**src/rtl/hyperram_frame_reader.sv**
```systemverilog
// Read-side frame DMA: streams nBeats 128-bit HyperRAM reads into a FIFO, one read outstanding, FIFO-full stalls PUSH.
// Optional HYPERRAM_RD_CHECKSUM_EN adds oChecksum (mod-2^32 sum of 32-bit lanes of every word written).
module hyperram_frame_reader #(
  parameter int ADDR_W     = 23,
  parameter int ADDR_STEP  = 8,
  parameter int BEAT_CNT_W = 28
) (
  input  logic                  iClk,
  input  logic                  iRstN,
  input  logic                  iEn,
  input  logic                  iStart,
  input  logic [ADDR_W-1:0]     iBaseAddr,
  input  logic [31:0]           iFrmBytes,
  output logic                  oEn,
  output logic [2:0]            oOpReq,
  output logic [ADDR_W-1:0]     oOpMemAddr,
  input  logic [127:0]          iRdData,
  input  logic                  iOpDone,
  output logic                  oWrEnFIFO,
  output logic [127:0]          oWrDataFIFO,
  input  logic                  iFullFIFO,
  output logic                  oBusy,
  output logic                  oFrmDone,
  output logic [BEAT_CNT_W-1:0] oBeatCnt
`ifdef HYPERRAM_RD_CHECKSUM_EN
  ,
  output logic [31:0]           oChecksum
`endif
);

  // One extra bit: a 4 GiB frame needs 2^28 beats.
  localparam int NB_W = BEAT_CNT_W + 1;

  typedef enum logic [2:0] {
    IDLE  = 3'd0,
    CHECK = 3'd1,
    REQ   = 3'd2,
    WAIT  = 3'd3,
    PUSH  = 3'd4,
    DONE  = 3'd5
  } state_t;

  state_t                state;
  state_t                stateNxt;
  logic [ADDR_W-1:0]     addr;
  logic [NB_W-1:0]       nBeats;
  logic [NB_W-1:0]       nBeatsCalc;
  logic [BEAT_CNT_W-1:0] beatCnt;
  logic [NB_W-1:0]       beatCntInc;
  logic [127:0]          holdDat;
  logic                  startAcc;
  logic                  pushFire;

  assign nBeatsCalc = NB_W'(({1'b0, iFrmBytes} + 33'd15) >> 4);
  assign beatCntInc = {1'b0, beatCnt} + NB_W'(1);
  assign startAcc   = iEn && (state == IDLE) && iStart;
  assign pushFire   = iEn && (state == PUSH) && !iFullFIFO;

  always_comb begin
    stateNxt = state;
    case (state)
      IDLE:    if (iStart) stateNxt = CHECK;
      CHECK:   stateNxt = (nBeats == '0) ? DONE : REQ;
      REQ:     stateNxt = WAIT;
      WAIT:    if (iOpDone) stateNxt = PUSH;
      PUSH:    if (!iFullFIFO) stateNxt = (beatCntInc == nBeats) ? DONE : REQ;
      DONE:    stateNxt = IDLE;
      default: stateNxt = IDLE;
    endcase
  end

  always_ff @(posedge iClk or negedge iRstN) begin
    if (!iRstN) begin
      state <= IDLE;
    end else if (iEn) begin
      state <= stateNxt;
    end
  end

  always_ff @(posedge iClk or negedge iRstN) begin
    if (!iRstN) begin
      addr    <= '0;
      nBeats  <= '0;
      beatCnt <= '0;
      holdDat <= '0;
    end else begin
      if (startAcc) begin
        addr    <= iBaseAddr;
        nBeats  <= nBeatsCalc;
        beatCnt <= '0;
      end
      if (iEn && (state == WAIT) && iOpDone) begin
        holdDat <= iRdData;
      end
      // Address wraps naturally at 2^ADDR_W.
      if (pushFire) begin
        beatCnt <= beatCnt + BEAT_CNT_W'(1);
        addr    <= addr + ADDR_W'(ADDR_STEP);
      end
    end
  end

`ifdef HYPERRAM_RD_CHECKSUM_EN
  logic [31:0] csum;

  always_ff @(posedge iClk or negedge iRstN) begin
    if (!iRstN) begin
      csum <= '0;
    end else if (startAcc) begin
      csum <= '0;
    end else if (pushFire) begin
      csum <= csum + holdDat[31:0] + holdDat[63:32] + holdDat[95:64] + holdDat[127:96];
    end
  end

  assign oChecksum = csum;
`endif

  // oEn decodes from state so it stays put while iEn is low.
  assign oEn         = (state == REQ) || (state == WAIT);
  assign oOpReq      = 3'b011;
  assign oOpMemAddr  = addr;
  assign oWrEnFIFO   = pushFire;
  assign oWrDataFIFO = holdDat;
  assign oBusy       = (state != IDLE);
  assign oFrmDone    = iEn && (state == DONE);
  assign oBeatCnt    = beatCnt;

endmodule

```
**config.mk**
```make
export PLATFORM = sky130hd
export DESIGN_NAME = hyperram_frame_reader
export DESIGN_NICKNAME = d
export VERILOG_FILES = /design/src/rtl/hyperram_frame_reader.sv
export SDC_FILE = /design/constraint.sdc
export NUM_CORES = 1
export LEC_CHECK = 0
export CAP_MARGIN = 20
export CORE_MARGIN = 4
export CORE_UTILIZATION = 45
export DETAILED_ROUTE_END_ITERATION = 16
export GPL_ROUTABILITY_DRIVEN = 0
export PLACE_DENSITY = 0.91
export SYNTH_ARGS = -nofsm -noshare
export SYNTH_HDL_FRONTEND = slang
export SYNTH_SLANG_ARGS = --single-unit
```
**constraint.sdc**
```tcl
create_clock -name iClk -period 3.2 [get_ports iClk]
set_clock_uncertainty 0.15 [all_clocks]
set_input_delay 0.64 -clock iClk [delete_from_list [all_inputs] [get_ports iClk]]
set_output_delay 0.64 -clock iClk [all_outputs]
set_load 0.005 [all_outputs]
```
==> summary.md <==
| Metric | Value |
|---|---|
| Die Outline Area | `0.0251 mm2` |
| Io pins | `375` |
| Endpoint kind of the worst setup timing path | `output port` |
| Clock slew at the register clock pins of the worst setup and hold paths | `0.06 ns` |
| Share of layout cells above drive strength 1 | `roughly 16%` |
| Total power density per cell area | `806 mW/mm2` |
| Via count of the first global-routing pass | `about 9000` |
| Most frequently used flop master after synthesis | `sky130_fd_sc_hd__dfrtp_1` |
| Number of synthesis warnings | `0` |
| Mux share of post-synthesis cell area | `14.5%` |
| Count of nets left with antenna violations after detail routing | `0` |
| Setup repair after global routing missed its margin | `false` |
| Clock buffer depth | `3` |
| Violated checks | `negative hold slack` |
| Crit path launch type | `register` |
| Worst path bufs/invs | `2` |
| Count of mapped cells out of synthesis | `939` |
| # Post-CTS Setup Buffers | `0` |
| Final worst hold slack | `-0.00287 ns` |
| Async S/R FF share, synth | `between 90% and 100%` |
| H-Tree Level Count | `1` |
| Maximum fanout along the worst path | `11` |
| Per-cell routed wire length | `21.5 um` |
| Tightest Hold Check Type | `primary input to async pin` |
| Cell total after placement | `1560` |
| Cell at the slowest stage of the critical path | `sky130_fd_sc_hd__clkdlybuf4s50_1` |
| Number of vias in the routed layout | `roughly 9000` |
| CTS root buf | `sky130_fd_sc_hd__clkbuf_16` |
| Area growth syn-to-layout | `48.1%` |
| Antenna violations before repair | `2` |
| Largest delay contributor family on the critical path | `buffers and inverters` |
| Total clock buffers created by CTS | `25` |
| CTS resizes | `0` |
| Pre-antenna DRT Iters | `5` |
| Maximum number of pins on one net before global-route repair | `98` |
| Final net count | `1498` |
| Global routing usage summed across all routing layers | `25.8%` |
| Chip height | `158 um` |
| Area share of fa/ha/maj cells after synthesis | `0.246%` |
| Combinational family with the most area after synthesis | `multiplexers` |
| Slew of the pin with the lowest slew margin | `0.762 ns` |
| Slew margin rel. | `roughly half` |
| Compound-cell area share of the yosys netlist | `between 10% and 20%` |
| Final critical path time including I/O delays and setup | `between 3 and 4 ns` |
| Port-buffer cells | `371` |
| Die extent in x | `158 um` |
| Result of the run | `finished with violations` |
| Post-layout worst setup margin | `about 0.19 ns` |
| Number of setup violations in the final report | `0` |
| Post-route non-filler standard cell count | `about 1600` |
| Basic-gate share of the synthesized area counting and, or, nand and nor cells | `14.4%` |
| Number of pins with negative max-slew slack in the final report | `0` |
| Count of different cell masters after synthesis | `68` |
| Cell-by-cell trace of the critical path | `nor2_1 -> nand4b_1 -> inv_1 -> clkdlybuf4s50_1` |
| Max cap viols | `0` |
| Clock latency at the later pin of the worst-skew pair | `0.51 ns` |
| Via density | `about 5.6` |
| HPWL after DPL | `between 20000 and 30000 um` |
| CTS tree | `done` |
| Standard cell core area | `0.0220 mm2` |
| Row count | `54` |
| Required @ worst endpoint | `~2.4 ns` |
| First-pass GRT wire length | `approximately 51000 um` |
| Number of buffers added to fix hold violations after cts | `0` |
| Maximum ir drop on the vdd rail | `599 uV` |
| Iter 0 DRT Violations | `between 600 and 700` |
| Mapped Avg Cell Area | `10.8 um2` |
| Leakage power summed over all cells | `0.00629 uW` |
| DRC Markers | `0` |
| Maximum clock frequency | `between 300 and 400 MHz` |
| Ratio of final minimum period to clock period | `between 90 and 100%` |
| Sequential element share of the synthesized area | `51.9%` |
| Number of hold-slack violations in the final timing report | `3` |
| Initial cell density of the core | `a little under half` |
| Worst setup slack after placement | `0.217 ns` |
| Total negative slack | `0 ns` |
| Total clock sinks | `approximately 210` |
| Critical path's largest stage delay | `0.51 ns` |
| Data arrival time at the worst-slack endpoint | `2.22 ns` |
| FF+latch count, synth | `211` |
| Area of the mapped netlist | `between 0.01 and 0.015 mm2` |
| Post-Synth XOR/XNOR Area | `5.42%` |
| Class of the most critical setup path | `register to output port` |
| GR Overflow Total | `0` |
| Count of flip-flops with a built-in enable after synthesis | `0` |
| Aggregate routed wire length | `34500 um` |
==> state kept, by name, indices dropped and copies added, names as in the netlist <==
register / count
oOpMemAddr: 23
nBeats: 29
oBeatCnt: 28
state: 3
oWrDataFIFO: 128
==> placed cells by master, fill, tap and decap left out, types with 4 or more instances in the layout <==
cell type | Yosys | layout
sky130_fd_sc_hd__a21oi_1 | 14 | 14
sky130_fd_sc_hd__o21ai_0 | 77 | 77
sky130_fd_sc_hd__and4_1 | 5 | 5
sky130_fd_sc_hd__nor2_1 | 45 | 45
sky130_fd_sc_hd__o211ai_1 | 11 | 11
sky130_fd_sc_hd__o311ai_0 | 7 | 7
sky130_fd_sc_hd__and3_1 | 7 | 7
sky130_fd_sc_hd__clkdlybuf4s50_1 | 0 | 370
sky130_fd_sc_hd__or4_1 | 4 | 4
sky130_fd_sc_hd__nand2_1 | 113 | 113
sky130_fd_sc_hd__nand3_1 | 29 | 28
sky130_fd_sc_hd__clkbuf_8 | 0 | 7
sky130_fd_sc_hd__nor2b_1 | 5 | 5
sky130_fd_sc_hd__or3_1 | 4 | 4
sky130_fd_sc_hd__o31ai_1 | 11 | 11
sky130_fd_sc_hd__nor3_1 | 24 | 24
sky130_fd_sc_hd__clkbuf_16 | 0 | 25
sky130_fd_sc_hd__clkbuf_1 | 45 | 9
sky130_fd_sc_hd__a31oi_1 | 7 | 7
sky130_fd_sc_hd__inv_1 | 12 | 12
sky130_fd_sc_hd__nand4_1 | 19 | 19
sky130_fd_sc_hd__nor4_1 | 17 | 17
sky130_fd_sc_hd__xnor2_1 | 35 | 35
sky130_fd_sc_hd__buf_4 | 4 | 26
sky130_fd_sc_hd__dfrtp_1 | 211 | 211
sky130_fd_sc_hd__mux2_2 | 129 | 129
sky130_fd_sc_hd__xor2_1 | 28 | 28
==> path summary, 6_finish.rpt <==
path / from / slack (ns) / end / cells past startpoint
max in group asynchronous: iRstN / 2.12 / oWrDataFIFO[66]$_DFFE_PN0P_ / 2
max: state[0]$_DFFE_PN0P_ / 0.19 / oWrEnFIFO / 4
max reg2reg: oBeatCnt[5]$_DFFE_PN0P_ / 0.20 / state[1]$_DFFE_PN0P_ / 7
min reg2reg: oOpMemAddr[2]$_DFFE_PN0P_ / 0.34 / oOpMemAddr[2]$_DFFE_PN0P_ / 2
min in group iClk: oOpMemAddr[2]$_DFFE_PN0P_ / 0.34 / oOpMemAddr[2]$_DFFE_PN0P_ / 2
min: iRstN / -0.003 / nBeats[7]$_DFFE_PN0P_ / 1
==> where the power goes <==
group	total [uW]	switching, uW	internal, uW
registers	4690	912	3780
logic	4620	1720	2900
clock network	2840	1100	1740
total	12200	3730	8430
==> per-layer routing <==
metal	vias to the layer above	wire length, um	global-route usage (%)	part of all wire (%)
met5	-	0	0	0
met4	0	1370	8.90	4.0
met3	91	3260	7.07	9.4
met2	456	17400	45.4	50
met1	4364	12500	30.6	36
li1	4114	-	-	-
==> cell usage after synthesis (all sizes together) (5+ instances only) <==
| cell type | count | area share (%) |
|---|---|---|
| or3 | 5 | 0.36 |
| xnor2 | 35 | 3.0 |
| nor2b | 5 | 0.31 |
| nor2 | 45 | 1.7 |
| clkbuf | 47 | 1.8 |
| nand3 | 29 | 1.4 |
| inv | 12 | 0.44 |
| and3 | 7 | 0.43 |
| o311ai | 7 | 0.60 |
| buf | 13 | 0.74 |
| and4 | 5 | 0.43 |
| o31ai | 11 | 0.81 |
| mux2 | 129 | 14 |
| nor3 | 24 | 1.2 |
| o21ai | 79 | 3.9 |
| nand4 | 22 | 1.6 |
| nand2 | 113 | 4.2 |
| or4 | 5 | 0.41 |
| nor4 | 21 | 1.6 |
| o211ai | 11 | 0.81 |
| a31oi | 7 | 0.43 |
| a21oi | 14 | 0.69 |
| dfrtp | 211 | 52 |
| xor2 | 28 | 2.4 |
==> metrics by stage <==
| stage | utilization [%] | area (um2) | total power (uW) |
|---|---|---|---|
| 2_1_floorplan | - | 10200 | 6280 |
| 3_3_place_gp | 64.7 | 14300 | 9020 |
| 3_5_place_dp | 64.7 | 14300 | 9310 |
| 4_1_cts | 68.4 | 15100 | 12200 |
| 5_1_grt | 68.4 | 15100 | 12800 |
| 6_report | 68.4 | 15100 | 12200 |
==> kinds of logic (layout without fill, tap and decap cells) <==
logic type / after synthesis / in the layout
AND/OR/NAND/NOR: 292 / 292
flip-flops: 211 / 211
AO/OA/AOI/OAI: 166 / 166
multiplexers: 131 / 131
buffers and inverters: 72 / 456
XOR/XNOR: 63 / 63
adder cells (fa/ha/maj): 2 / 2
other: 2 / 4
==> cell type report <==
| class | count | area (um2) |
|---|---|---|
| sequential | 211 | 5280 |
| multi-input combinational | 657 | 4610 |
| fill | 1557 | 6950 |
| inverter | 12 | 45.0 |
| antenna | 1 | 2.50 |
| clock inverter | 4 | 76.3 |
| tap | 280 | 350 |
| clock buffer | 40 | 742 |
| timing repair buffer | 400 | 3970 |
Note: power is estimated with default switching activity, not from simulation.
